### config.mk
export PLATFORM = sky130hd
export DESIGN_NAME = fp_div_iter
export DESIGN_NICKNAME = d
export VERILOG_FILES = /design/src/rtl/fp_div_iter.sv
export SDC_FILE = /design/constraint.sdc
export NUM_CORES = 1
export LEC_CHECK = 0
export CAP_MARGIN = 15
export CORE_UTILIZATION = 56
export DETAILED_ROUTE_END_ITERATION = 8
export HOLD_SLACK_MARGIN = 0.12
export PLACE_DENSITY = 0.82
export SLEW_MARGIN = 20
export SYNTH_ARGS = -nofsm -noshare
export SYNTH_HDL_FRONTEND = slang
export SYNTH_SLANG_ARGS = --single-unit
### constraint.sdc
create_clock -name clk -period 4.75 [get_ports clk]
set_clock_uncertainty 0.2 [all_clocks]
set_input_delay 1.425 -clock clk [delete_from_list [all_inputs] [get_ports clk]]
set_output_delay 1.425 -clock clk [all_outputs]
set_load 0.02 [all_outputs]
### src/rtl/fp_div_iter.sv
// Iterative restoring radix-2 IEEE-754 divider with valid/ready handshakes.
// Define FP_DIV_RNE_EN for round-to-nearest-even; otherwise the quotient is truncated.
module fp_div_iter #(
  parameter int EXPONENT  = 8,
  parameter int FRACTION  = 23,
  parameter int PRECISION = 32,
  parameter int BIAS      = 127
) (
  input  logic                 clk,
  input  logic                 reset_n,
  input  logic                 in_valid,
  output logic                 in_ready,
  input  logic [PRECISION-1:0] a_operand,
  input  logic [PRECISION-1:0] b_operand,
  output logic                 out_valid,
  input  logic                 out_ready,
  output logic [PRECISION-1:0] result,
  output logic [3:0]           flags
);

  localparam int EW = EXPONENT + 2;
  localparam int QW = FRACTION + 4;
  localparam int RW = FRACTION + 2;
  localparam int CW = $clog2(FRACTION + 4);
  localparam logic [CW-1:0]        LAST   = CW'(FRACTION + 3);
  localparam logic signed [EW-1:0] E_MAX  = EW'((1 << EXPONENT) - 1);
  localparam logic signed [EW-1:0] E_ZERO = '0;
  localparam logic [PRECISION-1:0] QNAN   = {1'b0, {EXPONENT{1'b1}}, 1'b1, {(FRACTION-1){1'b0}}};
`ifdef FP_DIV_RNE_EN
  localparam logic RNE = 1'b1;
`else
  localparam logic RNE = 1'b0;
`endif

  typedef enum logic [1:0] {IDLE, DIVIDE, ROUND, DONE} state_t;

  state_t                 state_q, state_d;
  logic [RW-1:0]          rem_q, rem_d;
  logic [FRACTION:0]      div_q, div_d;
  logic [QW-1:0]          quo_q, quo_d;
  logic [CW-1:0]          cnt_q, cnt_d;
  logic signed [EW-1:0]   exp_q, exp_d;
  logic                   sign_q, sign_d;
  logic [PRECISION-1:0]   result_q, result_d;
  logic [3:0]             flags_q, flags_d;

  logic [EXPONENT-1:0] ea, eb;
  logic [FRACTION-1:0] fa, fb;
  logic                sa, sb, sq;
  logic                a_zero, b_zero, a_inf, b_inf, a_nan, b_nan;

  assign {sa, ea, fa} = a_operand;
  assign {sb, eb, fb} = b_operand;
  assign sq     = sa ^ sb;
  assign a_zero = (ea == '0);
  assign b_zero = (eb == '0);
  assign a_inf  = (ea == '1) && (fa == '0);
  assign b_inf  = (eb == '1) && (fb == '0);
  assign a_nan  = (ea == '1) && (fa != '0);
  assign b_nan  = (eb == '1) && (fb != '0);

  // Normalised quotient without its hidden bit: frac | guard | round | extra.
  logic                 norm, inc, sticky;
  logic [QW-2:0]        qn;
  logic signed [EW-1:0] en, er;
  logic [FRACTION:0]    frac_r;

  assign norm   = quo_q[QW-1];
  assign qn     = norm ? quo_q[QW-2:0] : {quo_q[QW-3:0], 1'b0};
  assign en     = norm ? exp_q : exp_q - EW'(1);
  assign sticky = (rem_q != '0) | qn[0];
  assign inc    = RNE & qn[2] & (qn[1] | sticky | qn[3]);
  assign frac_r = {1'b0, qn[QW-2:3]} + {{FRACTION{1'b0}}, inc};
  assign er     = en + {{(EW-1){1'b0}}, frac_r[FRACTION]};

  always_comb begin
    state_d  = state_q;
    rem_d    = rem_q;
    div_d    = div_q;
    quo_d    = quo_q;
    cnt_d    = cnt_q;
    exp_d    = exp_q;
    sign_d   = sign_q;
    result_d = result_q;
    flags_d  = flags_q;
    case (state_q)
      IDLE: if (in_valid) begin
        sign_d  = sq;
        flags_d = '0;
        state_d = DONE;
        if (a_nan || b_nan) begin
          result_d = QNAN;
        end else if ((a_zero && b_zero) || (a_inf && b_inf)) begin
          result_d = QNAN;
          flags_d  = 4'b1000;
        end else if (a_inf) begin
          result_d = {sq, {EXPONENT{1'b1}}, {FRACTION{1'b0}}};
        end else if (b_zero) begin
          result_d = {sq, {EXPONENT{1'b1}}, {FRACTION{1'b0}}};
          flags_d  = 4'b0100;
        end else if (a_zero || b_inf) begin
          result_d = {sq, {(PRECISION-1){1'b0}}};
        end else begin
          rem_d   = {2'b01, fa};
          div_d   = {1'b1, fb};
          quo_d   = '0;
          cnt_d   = '0;
          exp_d   = $signed({2'b00, ea}) - $signed({2'b00, eb}) + EW'(BIAS);
          state_d = DIVIDE;
        end
      end
      DIVIDE: begin
        if (rem_q >= {1'b0, div_q}) begin
          quo_d = {quo_q[QW-2:0], 1'b1};
          rem_d = (rem_q - {1'b0, div_q}) << 1;
        end else begin
          quo_d = {quo_q[QW-2:0], 1'b0};
          rem_d = rem_q << 1;
        end
        if (cnt_q == LAST) state_d = ROUND;
        else               cnt_d   = cnt_q + CW'(1);
      end
      ROUND: begin
        state_d = DONE;
        if (er >= E_MAX) begin
          result_d = {sign_q, {EXPONENT{1'b1}}, {FRACTION{1'b0}}};
          flags_d  = 4'b0010;
        end else if (er <= E_ZERO) begin
          result_d = {sign_q, {(PRECISION-1){1'b0}}};
          flags_d  = 4'b0001;
        end else begin
          result_d = {sign_q, er[EXPONENT-1:0], frac_r[FRACTION-1:0]};
          flags_d  = '0;
        end
      end
      DONE: if (out_ready) state_d = IDLE;
      default: state_d = IDLE;
    endcase
  end

  always_ff @(posedge clk) begin
    if (!reset_n) begin
      state_q  <= IDLE;
      rem_q    <= '0;
      div_q    <= '0;
      quo_q    <= '0;
      cnt_q    <= '0;
      exp_q    <= '0;
      sign_q   <= 1'b0;
      result_q <= '0;
      flags_q  <= '0;
    end else begin
      state_q  <= state_d;
      rem_q    <= rem_d;
      div_q    <= div_d;
      quo_q    <= quo_d;
      cnt_q    <= cnt_d;
      exp_q    <= exp_d;
      sign_q   <= sign_d;
      result_q <= result_d;
      flags_q  <= flags_d;
    end
  end

  assign in_ready  = reset_n && (state_q == IDLE);
  assign out_valid = (state_q == DONE);
  assign result    = result_q;
  assign flags     = flags_q;

endmodule

==> results.md <==
- Max-slew violation count: 0
- Top cells by instance count after synthesis: sky130_fd_sc_hd__nand2_1, sky130_fd_sc_hd__dfxtp_1, sky130_fd_sc_hd__a21oi_1, sky130_fd_sc_hd__inv_1, sky130_fd_sc_hd__nor2_1
- Design Area, Final: 9850 um^2
- CTS tree: done
- Beginning of the worst hold path: result[1]
- Critical register-to-register path startpoint: exp_q[0]
- Clk Tree Root Cell: sky130_fd_sc_hd__clkbuf_16
- Number of H-tree branching levels: 4
- Power share of the clock group: 0.198
- Number of distinct library cells after synthesis: 73
- Grt ovf: 0
- Time the final worst path needs with I/O delays and setup: 4400 ps
- Path depth of the worst reg2reg path: 9
- Power density over the cells: 629 nW/um^2
- Post_cts resized: 0
- Number of instances in the synthesized netlist: 1,046
- Overall Global Routing Usage: 0.293
- Top FF cell, synth: sky130_fd_sc_hd__dfxtp_1
- First-iteration detailed-routing DRC count: 768
- Final period utilization: 0.925
- Synthesized area divided by synthesized cell count: 7.75 um^2
- Area added between synthesis and finish: 21.5%
- Detail-routed via count per cell: 6.07
- Final hold slack: 251 ps
- Highest fanout seen on the critical path: 2
- Post-DRT Antenna Nets: 0
- Final setup slack of the worst path: 354 ps
- Power share of the sequential group: 0.237
- Number of buffers added by the clock tree synthesis step: 17
- Std-Cell Rows: 43
- Required time reported for the critical path endpoint: 3120 ps
- Kind of critical path: primary input to primary output
- Count of buffers from port buffering: 105
- Skew-Pair Late Insertion Delay: 430 ps
- Yosys top cell by area: sky130_fd_sc_hd__dfxtp_1
- First-pass GRT wire length: 34,700 um
- Number of synthesized register bits: 130
- Util after Layout: 0.704
- Critical Path End Type: primary output
- Post-detailed-route wirelength per cell: 16.0 um
- Pre-CTS worst setup slack: 204 ps
- Total core area: 14,000 um^2
- Hold Path Sink: result[1]
- Unrepaired setup endpoints after global routing: no
- R2R Setup Slk: 1420 ps
- Setup violation total in the final timing report: 0
- Boundary Pins: 106
- Data arrival time of the critical path: 2770 ps
- Number of antenna violations at the first check in global routing: 0
- Count of flip-flops with a built-in enable after synthesis: 0
- Power consumption: 6.19 mW
- Capturing point of the worst reg2reg path: result[1]
- Sink Count: 130
- Final-layout fill cell count: 1,146
- Final Hold Vio Count: 0
- Sw power: 2.83 mW
- Effective utilization at floorplan: 0.579
- Syn nets: 1,156
- Number of hold buffers added after CTS: 0
- Fmax: 227 MHz
- Diodes inserted: 0
- Post-DP HPWL: 15,400 um
- Number of setup buffers added after CTS: 0
- Remaining routing DRC violations: 0
- Total wire length after detailed routing: 21,100 um
- Synth top area cells: sky130_fd_sc_hd__dfxtp_1, sky130_fd_sc_hd__a21oi_1, sky130_fd_sc_hd__nand2_1
- CTS max path bufs: 2
- Die height: 122 um
- Switching share of total power: 0.457
- Vias in the first global route: 7,183
- Run status: completed
- Placer congestion estimate: 0.950
- Highest ir drop seen on vdd: 0.393 mV
- Count of cells along the worst hold path: 2
- Number of warnings reported in the yosys synthesis log: 0
- Asr flop ratio synth: 0
- Setup TNS: 0 ps
- Proportion of netlist area held by the largest area contributor: 0.321
- Clock input transition at the sequential cells of the worst setup and hold paths: 60 ps
- Final net count: 1,236
- Worst hold-check path type: register to register
- Reported max-cap violation count: 0
- Cell with the most instances after synthesis: sky130_fd_sc_hd__nand2_1
- Via count: 8,005
- Final non-filler cell total: 1,319
- Worst Tran Pin Value: 846 ps
- Seq/Total Area, Yosys: 0.321
- P_int: 3.37 mW
- Largest net degree at the start of global routing: 53
- Placed Cells: 1,287
- Die W: 122 um
- Leakage dissipation: 3.61 nW
- Worst slew slack as a fraction of its limit: 0.429
- Fraction of final layout cells with drive strength greater than 1: 0.0817
- Total Die Area: 15,000 um^2
- Startpoint kind of the worst setup timing path: primary input
- Syn Std Cell Area: 8110 um^2
- Comb pwr share: 0.565
- Total cell area at the placement stage: 9300 um^2
- Number of optimization iterations in the first detailed-route pass: 5
## final cells by class
class,count,area [um^2],area share
clock inverters,12,96.3,0.00978
flip-flops and latches,130,2600,0.264
repair buffers,121,1180,0.120
multi-input cells,792,5040,0.512
well taps,180,225,0.0229
clock buffers,20,457,0.0464
inverters,64,240,0.0244
## layer usage
layer  global-route usage  vias up  share of wire  wire (um)
met5                    0        -              0          0
met4               0.0907        0          0.020        432
met3               0.0609       37          0.077       1620
met2                0.465      335           0.45       9470
met1                0.397     3698           0.45       9580
li1                     -     3935              -          -
## power groups by stage
stage | sequential [mW] | combinational [mW] | clock [mW]
floorplan | 1.44 | 2.61 | 0
global placement | 1.48 | 3.34 | 0
detailed placement | 1.48 | 3.40 | 0
CTS | 1.46 | 3.43 | 1.23
global route | 1.49 | 3.84 | 1.28
finish | 1.47 | 3.50 | 1.22
## critical path: stages
cell                              delay (ps)
sky130_fd_sc_hd__clkdlybuf4s50_1         500
sky130_fd_sc_hd__and2_1                  210
sky130_fd_sc_hd__clkdlybuf4s50_1         630
## state kept, by name (all words and copies together), names as in the netlist
signal   cells
rem_q       25
flags        4
result      32
state_q      2
cnt_q        5
sign_q       1
div_q       24
exp_q       10
quo_q       27
## logic make-up after synthesis
| kind of cell | count (synthesis) | share of synthesized area |
|---|---|---|
| AOI/OAI and AO/OA | 306 | 0.248 |
| xor gates and xnor gates | 32 | 0.0346 |
| adders and majority gates | 42 | 0.0667 |
| buffers and inverters | 124 | 0.0608 |
| DFF | 130 | 0.321 |
| muxes | 36 | 0.0448 |
| and+or+nand+nor | 376 | 0.224 |
## worst max-delay path by stage
stage          cells past startpoint          start        to
2_1_floorplan                      3        reset_n  in_ready
3_3_place_gp                      11  b_operand[23]  exp_q[8]
3_5_place_dp                      11  b_operand[23]  exp_q[8]
4_1_cts                            3        reset_n  in_ready
5_1_grt                            3        reset_n  in_ready
6_report                           3        reset_n  in_ready
## layout by cell type, fill, tap and decap left out, drive strengths merged, types with 7 or more instances in the layout
cell type      count
a211oi            16
a21o               7
a21oi            110
a31oi             11
and3               8
buf               16
clkbuf            20
clkdlybuf4s50    105
dfxtp            130
ha                40
inv               68
mux2i             34
nand2            143
nand2b            14
nand3             52
nand3b             9
nand4             12
nor2              62
nor3              19
nor4              17
o211ai            18
o21a               8
o21ai             65
o31ai             16
or3               17
xnor2             16
xor2              16
(Power assumes the default switching activity.)
